$ cat src/rtl/count_capture_unit.sv
// Compare-match capture unit: snapshots count_i into a FIFO on each rising match, Wishbone register access, level IRQ.
// Optional macro CAPTURE_TIMESTAMP_EN stores a 16-bit free-running timestamp with each captured count.
module count_capture_unit #(
    parameter int BITS  = 16,
    parameter int DEPTH = 8
) (
    input  logic            clk,
    input  logic            reset,
    input  logic [BITS-1:0] count_i,
    input  logic            wbs_cyc_i,
    input  logic            wbs_stb_i,
    input  logic            wbs_we_i,
    input  logic [3:0]      wbs_sel_i,
    input  logic [31:0]     wbs_adr_i,
    input  logic [31:0]     wbs_dat_i,
    output logic            wbs_ack_o,
    output logic [31:0]     wbs_dat_o,
    output logic            irq_o
);
    localparam int AW = $clog2(DEPTH);
    localparam int LW = AW + 1;
`ifdef CAPTURE_TIMESTAMP_EN
    localparam int EW = BITS + 16;
`else
    localparam int EW = BITS;
`endif
    localparam logic [LW-1:0] LEVEL_FULL = LW'(DEPTH);
    localparam logic [LW-1:0] LEVEL_ONE  = LW'(1);
    localparam logic [LW-1:0] LEVEL_ZERO = LW'(0);
    localparam logic [AW-1:0] PTR_ONE    = AW'(1);
    localparam logic [AW-1:0] PTR_ZERO   = AW'(0);

    localparam logic [1:0] ADR_CTRL   = 2'd0;
    localparam logic [1:0] ADR_CMP    = 2'd1;
    localparam logic [1:0] ADR_STATUS = 2'd2;
    localparam logic [1:0] ADR_DATA   = 2'd3;

    function automatic logic [31:0] byte_merge(input logic [31:0] old_word,
                                               input logic [31:0] new_word,
                                               input logic [3:0]  sel);
        logic [31:0] res;
        for (int b = 0; b < 4; b++) begin
            res[b*8 +: 8] = sel[b] ? new_word[b*8 +: 8] : old_word[b*8 +: 8];
        end
        return res;
    endfunction

    logic            en_r, irq_en_r, flush_r, ovf_r, match_q_r;
    logic [BITS-1:0] cmp_r;
    logic [AW-1:0]   wr_ptr_r, rd_ptr_r;
    logic [LW-1:0]   level_r;
    logic [EW-1:0]   mem_r [DEPTH];
`ifdef CAPTURE_TIMESTAMP_EN
    logic [15:0]     ts_r;
`endif

    logic            access_s, wr_s, rd_s, empty_s, full_s;
    logic            match_s, capture_s, pop_s, push_s, ovf_set_s, ovf_clr_s;
    logic [1:0]      reg_sel_s;
    logic [31:0]     cmp_word_s, head_word_s, rdata_s;
    logic [EW-1:0]   entry_s;
    logic            unused_s;

    assign unused_s = ^{wbs_adr_i[31:4], wbs_adr_i[1:0], cmp_word_s[31:BITS]};

`ifdef CAPTURE_TIMESTAMP_EN
    assign entry_s = {ts_r, count_i};
`else
    assign entry_s = count_i;
`endif

    // Bus decode, match edge detection and FIFO push/pop arbitration.
    always_comb begin
        reg_sel_s  = wbs_adr_i[3:2];
        access_s   = wbs_cyc_i & wbs_stb_i & ~wbs_ack_o;
        wr_s       = access_s & wbs_we_i;
        rd_s       = access_s & ~wbs_we_i;
        empty_s    = (level_r == LEVEL_ZERO);
        full_s     = (level_r == LEVEL_FULL);
        match_s    = en_r & (count_i == cmp_r);
        // A capture landing on the flush cycle is discarded without flagging overflow.
        capture_s  = match_s & ~match_q_r & ~flush_r;
        pop_s      = rd_s & (reg_sel_s == ADR_DATA) & ~empty_s;
        push_s     = capture_s & (~full_s | pop_s);
        ovf_set_s  = capture_s & full_s & ~pop_s;
        ovf_clr_s  = wr_s & (reg_sel_s == ADR_STATUS) & wbs_sel_i[0] & wbs_dat_i[2];
        cmp_word_s = byte_merge(32'(cmp_r), wbs_dat_i, wbs_sel_i);
    end

    // Format the FIFO head as a DATA register word.
    always_comb begin
        head_word_s = 32'd0;
        head_word_s[BITS-1:0] = mem_r[rd_ptr_r][BITS-1:0];
`ifdef CAPTURE_TIMESTAMP_EN
        head_word_s[31:16] = mem_r[rd_ptr_r][EW-1:BITS];
`endif
    end

    // Register read multiplexer.
    always_comb begin
        rdata_s = 32'd0;
        case (reg_sel_s)
            ADR_CTRL:   rdata_s = {30'd0, irq_en_r, en_r};
            ADR_CMP:    rdata_s = 32'(cmp_r);
            ADR_STATUS: rdata_s = {18'd0, 6'(level_r), 5'd0, ovf_r, full_s, ~empty_s};
            ADR_DATA:   rdata_s = empty_s ? 32'd0 : head_word_s;
            default:    rdata_s = 32'd0;
        endcase
    end

    // Wishbone handshake and control/compare registers.
    always_ff @(posedge clk) begin
        if (reset) begin
            wbs_ack_o <= 1'b0;
            wbs_dat_o <= 32'd0;
            en_r      <= 1'b0;
            irq_en_r  <= 1'b0;
            flush_r   <= 1'b0;
            cmp_r     <= {BITS{1'b0}};
        end else begin
            wbs_ack_o <= access_s;
            flush_r   <= 1'b0;
            if (rd_s) begin
                wbs_dat_o <= rdata_s;
            end
            if (wr_s) begin
                case (reg_sel_s)
                    ADR_CTRL: begin
                        if (wbs_sel_i[0]) begin
                            en_r     <= wbs_dat_i[0];
                            irq_en_r <= wbs_dat_i[1];
                            flush_r  <= wbs_dat_i[2];
                        end
                    end
                    ADR_CMP: cmp_r <= cmp_word_s[BITS-1:0];
                    default: ;
                endcase
            end
        end
    end

    // FIFO pointers and occupancy.
    always_ff @(posedge clk) begin
        if (reset || flush_r) begin
            wr_ptr_r <= PTR_ZERO;
            rd_ptr_r <= PTR_ZERO;
            level_r  <= LEVEL_ZERO;
        end else begin
            if (push_s) begin
                wr_ptr_r <= wr_ptr_r + PTR_ONE;
            end
            if (pop_s) begin
                rd_ptr_r <= rd_ptr_r + PTR_ONE;
            end
            case ({push_s, pop_s})
                2'b10:   level_r <= level_r + LEVEL_ONE;
                2'b01:   level_r <= level_r - LEVEL_ONE;
                default: level_r <= level_r;
            endcase
        end
    end

    // FIFO storage.
    always_ff @(posedge clk) begin
        if (push_s) begin
            mem_r[wr_ptr_r] <= entry_s;
        end
    end

    // Match history, sticky overflow and interrupt.
    always_ff @(posedge clk) begin
        if (reset) begin
            match_q_r <= 1'b0;
            ovf_r     <= 1'b0;
            irq_o     <= 1'b0;
        end else begin
            match_q_r <= match_s;
            ovf_r     <= ovf_set_s | (ovf_r & ~ovf_clr_s);
            irq_o     <= irq_en_r & (~empty_s | ovf_r);
        end
    end

`ifdef CAPTURE_TIMESTAMP_EN
    // Free-running capture timestamp; flush leaves it running.
    always_ff @(posedge clk) begin
        if (reset) begin
            ts_r <= 16'd0;
        end else begin
            ts_r <= ts_r + 16'd1;
        end
    end
`endif
endmodule

$ cat config.mk
export PLATFORM = sky130hd
export DESIGN_NAME = count_capture_unit
export DESIGN_NICKNAME = d
export VERILOG_FILES = /design/src/rtl/count_capture_unit.sv
export SDC_FILE = /design/constraint.sdc
export NUM_CORES = 1
export LEC_CHECK = 0
export ABC_CLOCK_PERIOD_IN_PS = 5300
export CAP_MARGIN = 0
export CORE_ASPECT_RATIO = 0.8
export CORE_MARGIN = 4
export CORE_UTILIZATION = 53
export CTS_CLUSTER_DIAMETER = 200
export DETAILED_ROUTE_END_ITERATION = 16
export PLACE_DENSITY = 0.87
export SLEW_MARGIN = 0
export SYNTH_ARGS = -nofsm -noshare
export SYNTH_HDL_FRONTEND = slang
export SYNTH_SLANG_ARGS = --single-unit
export TNS_END_PERCENT = 50
$ cat constraint.sdc
create_clock -name clk -period 5.3 [get_ports clk]
set_input_delay 1.06 -clock clk [delete_from_list [all_inputs] [get_ports clk]]
set_output_delay 1.06 -clock clk [all_outputs]
set_load 0.02 [all_outputs]
==> flow_summary.yaml <==
grt:
  antenna_found_initial: 0
  grt_pass1_vias: 4892
  grt_max_degree: 43
  grt_pass1_wl_um: 27500
  grt.overflow.total: 0
  track_usage_pct: 22.7
finish:
  nFillCells: 918
  seqCellArea_mm2: 0.00489
  area_delta_synth_final_pct: 18.6
  antenna-diode-count: 0
  fin_nets: 692
  multi_input_area_mm2: 0.00245
  drive_above_1_share_pct: 14.6
setup_path:
  crit_buf_inv: 2
  critPathMaxFanout: 12
  crit_chain: "clkdlybuf4s50_1 > xor2_1 > nor4_1 > and4_1 > nand3_1 > nor4b_2 > buf_4"
  start_kind: "input port"
  slowest_stage: "nor4b_2"
  end_kind: "flip-flop"
  crit_family: "simple AND/OR/NAND/NOR gates"
  slowest_delay_ps: 730
  arrival_ps: 4260
  path_class: "in -> reg"
  cp.required_ps: 5400
detailed_routing:
  drc: 0
  wl_per_cell_um: 22.3
  wl_met1_um: 6930
  vias_per_cell: 6.12
  dr_wl_met3_um: 1570
  dr.pass1.iters: 5
  met2WireLength_um: 8630
  ant_nets: 0
  top_layer_used: "met4"
  dr.first_iter.drc_count: 674
  vias: 4844
  wirelength_um: 17600
cts:
  postCtsHoldBufs: 0
  cts_tree: "built"
  cts_max_level: 4
  cts_sinks: 180
  postCtsSetupBuffers: 0
  clock_latency_ps: 420
  cts_root_buf: "clkbuf_16"
  cts_buffers: 17
  cts_resized: 0
  cts_buffer_depth: 2
  path_clk_slew_ps: 70
sta:
  worstMarginPinSlew_ps: 1230
  finalCritPeriodShare_pct: 78.5
  setup_violations: 0
  fin_ws_ps: 1140
  fin_crit_ps: 4160
  rsz0062_at_grt: "no"
  skew_ps: 12.1
  tns_ps: 0
  hold_viol: 0
  fmax_mhz: 240
  fin_hold_ws_ps: 481
  relSlewSlack_pct: 17.9
  finalMaxSlewViolations: 0
yosys:
  yosysMostFrequentCell: "edfxtp_1"
  postSynthAreaPerCell_um2: 13.9
  ys_warn_count: 0
  syn_inst: 537
  synth-async-reset-ratio_pct: 0
  synth_cell_types: 46
  synth.top_cell.area_share_pct: 51.4
  synth_edf_count: 128
  yosysTopAreaCell: "edfxtp_1"
  yosys-top-cells-count: "edfxtp_1 (128), dfxtp_1 (52), nand2_1 (50)"
  seq_area_frac_synth_pct: 65.4
  ys_ff_latch: 180
  synthFlopType: "edfxtp_1"
  synthTopCellsByArea: "edfxtp_1 (51%), dfxtp_1 (14%), mux4_2 (6.6%), mux2i_1 (3.3%), nand2_1 (2.5%)"
  synth_area_mm2: 0.00747
die:
  initial_utilization_pct: 54.6
  core-area_mm2: 0.0137
  die_w_um: 141
  ios: 123
  die_h_um: 114
  dieArea_mm2: 0.0161
  rows: 38
power_and_ir_drop:
  power.share.clock_pct: 42.9
  p_int_mw: 2.22
  powerDensity_mw_per_mm2: 323
  combPwrFrac_pct: 4.1
  switching_share_pct: 22.3
  p_switching_mw: 0.637
  peakVddDrop_v: 0.000265
  power.leakage_nw: 2.83
  p_seq_share_pct: 52.9
place:
  hpwl_um: 11300
  gp_congestion: 0.858
  preCtsSetupSlack_ps: 763
  port_buffers: 58
min_path:
  hp-class: "reg -> reg"
run:
  drv_cap: 0
outcome:
  status: "finished clean"
## path summary, 6_finish.rpt
check | from | endpoint | slack [ps] | depth (start not counted)
setup / recovery | count_i[15] | mem_r[2][2]$_DFFE_PP_ | 1140 | 7
setup reg to reg | cmp_r[15]$_SDFFE_PP0P_ | mem_r[2][2]$_DFFE_PP_ | 2090 | 6
hold reg to reg | cmp_r[13]$_SDFFE_PP0P_ | cmp_r[13]$_SDFFE_PP0P_ | 480 | 2
hold / removal | cmp_r[13]$_SDFFE_PP0P_ | cmp_r[13]$_SDFFE_PP0P_ | 480 | 2
## routing by layer
metal	vias to the layer above	GRT usage, %
met4	0	7.94
met3	45	4.13
li1	2113	-
met2	297	37.1
met5	-	0
met1	2389	31.1
## final cells by class
type | instances | share of cell area (%)
clock inverters | 14 | 1.58
multi-input cells | 323 | 27.6
clock buffers | 18 | 4.84
repair buffers | 71 | 8.08
flip-flops and latches | 180 | 55.1
well taps | 180 | 2.54
inverters | 5 | 0.212
## worst reg2reg max path: stages, from the launching register on
cell and delay, ps:
dfxtp_1 330, xor2_1 190, nor4_1 580, and4_1 320, nand3_1 340, nor4b_2 730
buf_4 390
## cell families (layout without fill, tap and decap cells)
kind of cell    count (synthesis)  count (layout)  synth area share (%)
mux                            57              57                  11.5
flops                         180             180                  65.4
fa+ha+maj                       5               5                 0.938
buf+inv                        49             108                  3.38
compound gates                 82              82                  6.96
xor+xnor                       20              20                  2.34
simple gates                  143             143                  9.48
other cells                     1              16                0.0502
## through the flow
step	instance area, µm²	std cells	utilization (%)	total power, mW
finish	8860	791	64.7	2.86
floorplan	7530	552	-	1.60
CTS	8860	791	64.7	2.87
detailed placement	8290	759	60.6	1.66
global route	8860	791	64.7	2.94
global placement	8290	759	60.6	1.66
## sequential cells by signal, indices dropped and copies added, names as in the netlist, named ones only
name       count
mem_r        128
cmp_r         16
wbs_dat_o     16
level_r        4
rd_ptr_r       3
wr_ptr_r       3
en_r           1
flush_r        1
irq_en_r       1
irq_o          1
match_q_r      1
ovf_r          1
wbs_ack_o      1
## cell usage in the layout, fill, tap and decap left out, drive strengths merged, types with 2 or more instances in the layout
cell type,synthesis,final
a211oi,9,9
a21oi,26,26
a22oi,19,19
a311oi,5,5
a32o,2,2
and2,5,5
and3,7,7
buf,24,13
clkbuf,20,18
clkdlybuf4s50,0,58
clkinv,0,3
conb,1,16
dfxtp,52,52
edfxtp,128,128
ha,4,4
inv,5,14
mux2,10,10
mux2i,25,25
mux4,22,22
nand2,50,50
nand2b,4,4
nand3,8,8
nand4,2,2
nor2,33,33
nor2b,10,10
nor3,5,5
nor3b,4,4
nor4,3,3
nor4b,3,3
o211ai,2,2
o21ai,17,17
or3,2,2
or4,3,3
xnor2,13,13
xor2,7,7
## power groups by stage
stage | sequential, mW | clock, mW | combinational, mW
4_1_cts | 1.51 | 1.24 | 0.117
2_1_floorplan | 1.55 | 0 | 0.0497
3_5_place_dp | 1.55 | 0 | 0.115
5_1_grt | 1.51 | 1.30 | 0.126
6_report | 1.51 | 1.23 | 0.118
3_3_place_gp | 1.55 | 0 | 0.112
Note: power is estimated with default switching activity, not from simulation.
